File: src/rtl/uart_rx_deframer_if.sv
// Receive-word handshake between the UART deframer and its consumer.
// The deframer drives rx_data/rx_valid. The consumer drives rx_ready.
interface uart_rx_deframer_if #(
    parameter int DATA_BITS = 8
) ();
    logic [DATA_BITS-1:0] rx_data;
    logic                 rx_valid;
    logic                 rx_ready;

    modport master (output rx_data, output rx_valid, input rx_ready);
    modport slave  (input rx_data, input rx_valid, output rx_ready);
endinterface

File: src/rtl/uart_rx_deframer.sv
// UART receive deframer.
// The serial line is sampled with a 16x (OVERSAMPLE) baud tick.
// Start, data and stop bits are recovered at bit centres.
// Received words are presented on a valid/ready handshake.
// Framing errors and overruns are flagged with one-cycle pulses.
module uart_rx_deframer #(
    parameter int DATA_BITS  = 8,
    parameter int OVERSAMPLE = 16
) (
    input  logic               clk,
    input  logic               rst_n,
    input  logic               baud_tick_16x,
    input  logic               rx,
    uart_rx_deframer_if.master rx_if,
    output logic               framing_err,
    output logic               overrun,
    output logic               rx_busy
);
    localparam int TW = $clog2(OVERSAMPLE);
    localparam int BW = $clog2(DATA_BITS);
    localparam logic [TW-1:0] TICK_MID  = TW'(OVERSAMPLE / 2 - 1);
    localparam logic [TW-1:0] TICK_LAST = TW'(OVERSAMPLE - 1);
    localparam logic [BW-1:0] BIT_LAST  = BW'(DATA_BITS - 1);

    typedef enum logic [2:0] {
        IDLE,
        START,
        DATA,
        STOP,
        BRK
    } state_t;

    state_t               state;
    logic                 rx_meta;
    logic                 rx_s;
    logic [TW-1:0]        tick_cnt;
    logic [BW-1:0]        bit_idx;
    logic [DATA_BITS-1:0] shift_reg;

    // Two-flop synchronizer for the asynchronous line; resets to the idle level.
    always_ff @(posedge clk or negedge rst_n) begin
        if (!rst_n) begin
            rx_meta <= 1'b1;
            rx_s    <= 1'b1;
        end else begin
            rx_meta <= rx;
            rx_s    <= rx_meta;
        end
    end

    // Frame FSM, counters, shift register and all registered outputs.
    always_ff @(posedge clk or negedge rst_n) begin
        if (!rst_n) begin
            state          <= IDLE;
            tick_cnt       <= '0;
            bit_idx        <= '0;
            shift_reg      <= '0;
            rx_if.rx_data  <= '0;
            rx_if.rx_valid <= 1'b0;
            framing_err    <= 1'b0;
            overrun        <= 1'b0;
            rx_busy        <= 1'b0;
        end else begin
            framing_err <= 1'b0;
            overrun     <= 1'b0;
            // Consumption comes first so that a word loading on the same edge wins.
            if (rx_if.rx_valid && rx_if.rx_ready) begin
                rx_if.rx_valid <= 1'b0;
            end

            case (state)
                IDLE: begin
                    if (!rx_s) begin
                        state    <= START;
                        tick_cnt <= '0;
                        rx_busy  <= 1'b1;
                    end
                end

                START: begin
                    if (baud_tick_16x) begin
                        if (tick_cnt == TICK_MID) begin
                            if (!rx_s) begin
                                state    <= DATA;
                                tick_cnt <= '0;
                                bit_idx  <= '0;
                            end else begin
                                state   <= IDLE;
                                rx_busy <= 1'b0;
                            end
                        end else begin
                            tick_cnt <= tick_cnt + TW'(1);
                        end
                    end
                end

                DATA: begin
                    if (baud_tick_16x) begin
                        tick_cnt <= tick_cnt + TW'(1);
                        if (tick_cnt == TICK_LAST) begin
                            shift_reg <= {rx_s, shift_reg[DATA_BITS-1:1]};
                            if (bit_idx == BIT_LAST) begin
                                state <= STOP;
                            end else begin
                                bit_idx <= bit_idx + BW'(1);
                            end
                        end
                    end
                end

                STOP: begin
                    if (baud_tick_16x) begin
                        tick_cnt <= tick_cnt + TW'(1);
                        if (tick_cnt == TICK_LAST) begin
                            if (rx_s) begin
                                if (!rx_if.rx_valid || rx_if.rx_ready) begin
                                    rx_if.rx_data  <= shift_reg;
                                    rx_if.rx_valid <= 1'b1;
                                end else begin
                                    overrun <= 1'b1;
                                end
                                state   <= IDLE;
                                rx_busy <= 1'b0;
                            end else begin
                                framing_err <= 1'b1;
                                state       <= BRK;
                            end
                        end
                    end
                end

                BRK: begin
                    if (rx_s) begin
                        state   <= IDLE;
                        rx_busy <= 1'b0;
                    end
                end

                default: begin
                    state   <= IDLE;
                    rx_busy <= 1'b0;
                end
            endcase
        end
    end
endmodule
File: src/flat_wrapper.sv
// flat-port wrapper written by rule: the top's interface ports become plain ports
module uart_rx_deframer_flat 
#(
    parameter int DATA_BITS  = 8,
    parameter int OVERSAMPLE = 16
)
  (clk, rst_n, baud_tick_16x, rx, framing_err, overrun, rx_busy, rx_if_rx_data, rx_if_rx_valid, rx_if_rx_ready);
  uart_rx_deframer_if #(.DATA_BITS(DATA_BITS)) rx_if_i ();
  input  logic clk;
  input  logic rst_n;
  input  logic baud_tick_16x;
  input  logic rx;
  output logic framing_err;
  output logic overrun;
  output logic rx_busy;
  output wire logic [$bits(rx_if_i.rx_data)-1:0] rx_if_rx_data;
  output wire logic [$bits(rx_if_i.rx_valid)-1:0] rx_if_rx_valid;
  input wire logic [$bits(rx_if_i.rx_ready)-1:0] rx_if_rx_ready;
  assign rx_if_rx_data = rx_if_i.rx_data;
  assign rx_if_rx_valid = rx_if_i.rx_valid;
  assign rx_if_i.rx_ready = rx_if_rx_ready;
  uart_rx_deframer #(.DATA_BITS(DATA_BITS), .OVERSAMPLE(OVERSAMPLE)) u_core (.clk(clk), .rst_n(rst_n), .baud_tick_16x(baud_tick_16x), .rx(rx), .rx_if(rx_if_i), .framing_err(framing_err), .overrun(overrun), .rx_busy(rx_busy));
endmodule
File: config.mk
export PLATFORM = sky130hd
export DESIGN_NAME = uart_rx_deframer_flat
export DESIGN_NICKNAME = d
export VERILOG_FILES = /design/src/rtl/uart_rx_deframer_if.sv /design/src/rtl/uart_rx_deframer.sv /design/src/flat_wrapper.sv
export SDC_FILE = /design/constraint.sdc
export NUM_CORES = 1
export LEC_CHECK = 0
export ABC_CLOCK_PERIOD_IN_PS = 4100
export CORE_AREA = 10 10 71 73
export DETAILED_ROUTE_END_ITERATION = 10
export DIE_AREA = 0 0 81 83
export GPL_TIMING_DRIVEN = 0
export PLACE_DENSITY_LB_ADDON = 0.3
export SKIP_LAST_GASP = 1
export SYNTH_ARGS = -nofsm -noshare
export SYNTH_HDL_FRONTEND = slang
export SYNTH_SLANG_ARGS = --single-unit
File: constraint.sdc
create_clock -name clk -period 4.1 [get_ports clk]
set_input_delay 0.615 -clock clk [delete_from_list [all_inputs] [get_ports clk]]
set_output_delay 0.615 -clock clk [all_outputs]
set_load 0.01 [all_outputs]
# After elaboration in Yosys (flattened, before gate mapping)
# Cells that the tools add are included.
# totals
ff_bits	32
# op_classes
muxes	46
bitwise_logic	1
n_addsub	2
n_reduce_logical	13
eq_ne	19
# op_table
cell	n
two-way mux 3 bit	16
two-way mux 1 bit	21
two-way mux 4 bit	4
one-hot mux 3 bit (5 select lines)	1
inequality test 2 x 1 -> 1 bit, second input constant	6
inequality test 2 bit, second input constant	6
one-hot mux 4 bit (3 select lines)	1
AND reduction 9 bit	1
AND reduction 7 bit	1
== test 3 x 2 -> 1 bit, second input constant	2
== test 3 bit, second input constant	2
one-hot mux 3 bit (2 select lines)	1
AND reduction 3 bit	2
AND reduction 6 bit	1
one-hot mux 1 bit (5 select lines)	1
AND reduction 5 bit	1
adder 4 x 1 -> 4 bit, second input constant	1
== test 4 x 3 -> 1 bit, second input constant	1
== test 4 bit, second input constant	1
adder 3 x 1 -> 3 bit, second input constant	1
== test 3 x 1 -> 1 bit, second input constant	1
zero test 3 bit	1
nonzero test 3 bit	1
two-way mux 2 bit	1
other kinds (6)	6

# Longest topological paths before layout
# logic_depth
ltp_word	7
ltp_mapped	7
depth_no_buf	6

# Worst setup path after synthesis
# OpenSTA, ideal clock, no wires.
# synth_path
path_kind	reg2reg
startpoint	register u_core.tick_cnt[0]
endpoint	register u_core.rx_if.rx_data[0]
stages_incl_launch_ff	8
path_slack_ps	2405
arrival_ps	1570
t_required_ps	3975
cell_sequence	dfrtp_1 ha_1 and3_4 buf_6 nand4_2 nor2b_2 buf_6 mux2_4
# synth_via
elab_chain_cells	2
# synth_rtl
element	line	rtl
from (decl)	uart_rx_deframer.sv:36	logic [TW-1:0] tick_cnt;
from (signal assigned)	uart_rx_deframer.sv:92	tick_cnt <= tick_cnt + TW'(1);
from (signal assigned)	uart_rx_deframer.sv:99	tick_cnt <= tick_cnt + TW'(1);
from (signal assigned)	uart_rx_deframer.sv:113	tick_cnt <= tick_cnt + TW'(1);
== test 4 bit	uart_rx_deframer.sv:114	if (tick_cnt == TICK_LAST) begin
AND reduction 5 bit (no source line)	n/a	
to (signal assigned)	uart_rx_deframer.sv:117	rx_if.rx_data <= shift_reg;
to (decl)	uart_rx_deframer_if.sv:10	modport master (output rx_data, output rx_valid, input rx_ready);
# Every way passes these cells.
# A chain may end at the register's enable or synchronous reset.

# Worst setup path in the final report
# layout_path
startpoint	input baud_tick_16x
endpoint	register u_core.rx_if.rx_data[6]
# layout_via
elab_chain_cells	1
# layout_rtl
element	line	rtl
from (decl)	flat_wrapper.sv:11	input logic baud_tick_16x;
AND reduction 5 bit (no source line)	n/a	
# Every way passes these cells.

==> flow_summary.ini <==
[hold_path]
hold_class = reg -> reg

[setup_path]
worstSetupPathType = in -> reg
cp-end-kind = register
crit_fanout = 9
worstPathArrival_ps = 2260
critPathLaunchType = primary input
cp.required_ps = 4260

[drt]
first_pass_iters = 4
first_iter_violations = 35
detail_route.drc_violations = 0
vias = 1046
wl_per_cell_um = 14.24
wl_um = 2876
antenna_left = 0
avgViaCountPerCell = 5.178

[clock_network]
clockBufferDepth = 2
cts_buffers = 5
cts_tree = built
cts_root_buf = clkbuf_8
cts_sinks = 32
postCtsSetupBuffers = 0
ctsHtreeMaxLevel = 2
cts_resized = 0
clock_latency_ps = 280
holdBufCountCts = 0
clk_pin_slew_worst_paths_ps = 70

[logic_synthesis]
synthFlopType = dfrtp_1
synth_top_family_by_area = multiplexers
synthAdderAreaFrac_pct = 2.999
muxShareOfSynthArea_pct = 18.39
syn-cell-area_um2 = 1585
syn_nets = 138
ys_async_sr_fraction_pct = 100.0
ys_warn_count = 0
synth-edff-count = 0
synth_xor_area_share_pct = 0.5525
synth_compound_area_share_pct = 7.182
synthDistinctLibCells = 40
synth-simple-area-share_pct = 14.68
ys_seq_area_share_pct = 50.67
synth_area_per_cell_um2 = 12.19
syn-instance-count = 130
ys_ff_latch = 32

[grt]
grt.total_usage_pct = 9.085
grt_pass1_vias = 1106
grt_pass1_wl_um = 4899
grt_max_degree = 33
grt_overflow = 0
antenna_found_initial = 0

[floorplan]
io_pins = 17
core_area_um2 = 3633
dieArea_um2 = 6723
die_h_um = 83
fp.dieW_um = 81
row_count = 22
start_util_pct = 43.63

[sta]
finalHoldViolCount = 0
worst_slack_ps = 2003
final.setup.tns_ps = 0
slew_headroom_pct = 52.46
fin_crit_sh_pct = 51.15
fin_skew_ps = 5.501
fin_crit_ps = 2097
max_freq_mhz = 476.9
slew_violations = 0
rsz0062_at_grt = no
whs_ps = 356.9
worst_slew_pin_slew_ps = 713.1
setup_violations = 0

[finish]
drive_gt1_share_pct = 24.68
area_delta_synth_final_pct = 20.36
antenna_cells = 0
fin_cells = 202
final_cell_mix = 30 x dfrtp_1, 16 x mux2_4, 15 x clkdlybuf4s50_1, 9 x nand2_1
final_util_pct = 52.51
final_common_cell = dfrtp_1
final_area_um2 = 1908
nNetsFinal = 161
nFillCells = 326

[power_and_ir_drop]
fin_total_pwr_uw = 960.5
vdd_drop_max_mv = 0.2559
leakage_nw = 0.8929
powerDensity_nw_per_um2 = 503.4

[flow_run]
cap_violations = 0

[place]
dpl.cell_count = 194
place_area_um2 = 1800
pre_cts_slack_ps = 1712
globalplace.congestion = 0.8468
portBuffers = 16
dpl.hpwl_um = 2035

[run_status]
status = finished, final reports clean
[per-layer routing]
metal  global-route usage [%]  part of all wire, %
met2                    13.90                   48
met5                        0                    0
met3                    3.556                  7.0
met4                    5.947                  2.2
met1                    10.07                   43
[synthesized netlist by cell type, types with 2 or more instances]
cell       n  share of area, %
buf_6      4               2.8
nand4_1    2              0.79
dfstp_2    2               3.3
nor2_1     7               1.7
nand3_1    3              0.95
a21oi_1    7               2.2
nor3_1     3              0.95
nand2b_1   2              0.79
nand2_1    9               2.1
dfrtp_1   30                47
clkbuf_1   2              0.47
o21ai_1    5               1.6
nor4b_1    2               1.1
nand3b_1   2              0.95
mux2i_1    4               2.5
inv_1      5               1.2
mux2_4    16                15
ha_1       3               2.4
[cell type report]
type | count | area, um2 | area share, %
sequential | 32 | 803.3 | 42.10
multi-input combinational | 84 | 694.4 | 36.39
timing repair buffer | 16 | 155.1 | 8.131
clock buffer | 6 | 72.57 | 3.803
buffer | 8 | 65.06 | 3.410
tap | 48 | 60.06 | 3.148
clock inverter | 2 | 35.03 | 1.836
inverter | 6 | 22.52 | 1.180
[where the power goes]
part           internal, mW  total [mW]  switching [mW]
Combinational         0.120       0.270           0.149
Sequential            0.363       0.397          0.0345
Clock                 0.180       0.294           0.114
[worst max-delay path, stage by stage]
cell and delay [ps]:
clkdlybuf4s50_1 630, and2_1 250, nand4_2 150, nor2b_2 140
buf_6 160, mux2_4 310
[worst paths after layout]
path	start	to	slack [ps]	cells after the start
max in group asynchronous	rst_n	u_core.state[1]	3260	1
min in group asynchronous	rst_n	u_core.rx_if.rx_valid	380	1
max reg2reg	u_core.tick_cnt[0]	u_core.rx_if.rx_data[6]	2240	7
min reg2reg	u_core.rx_meta	u_core.rx_s	360	0
max	baud_tick_16x	u_core.rx_if.rx_data[6]	2000	6
min	u_core.rx_meta	u_core.rx_s	360	0
[cells by family after synthesis]
family | Yosys count
flip-flops | 32
adder cells (fa/ha/maj) | 4
buffers and inverters | 14
AO/OA/AOI/OAI | 18
XOR/XNOR | 1
multiplexers | 21
AND/OR/NAND/NOR | 40
Note: power is estimated with default switching activity, not from simulation.
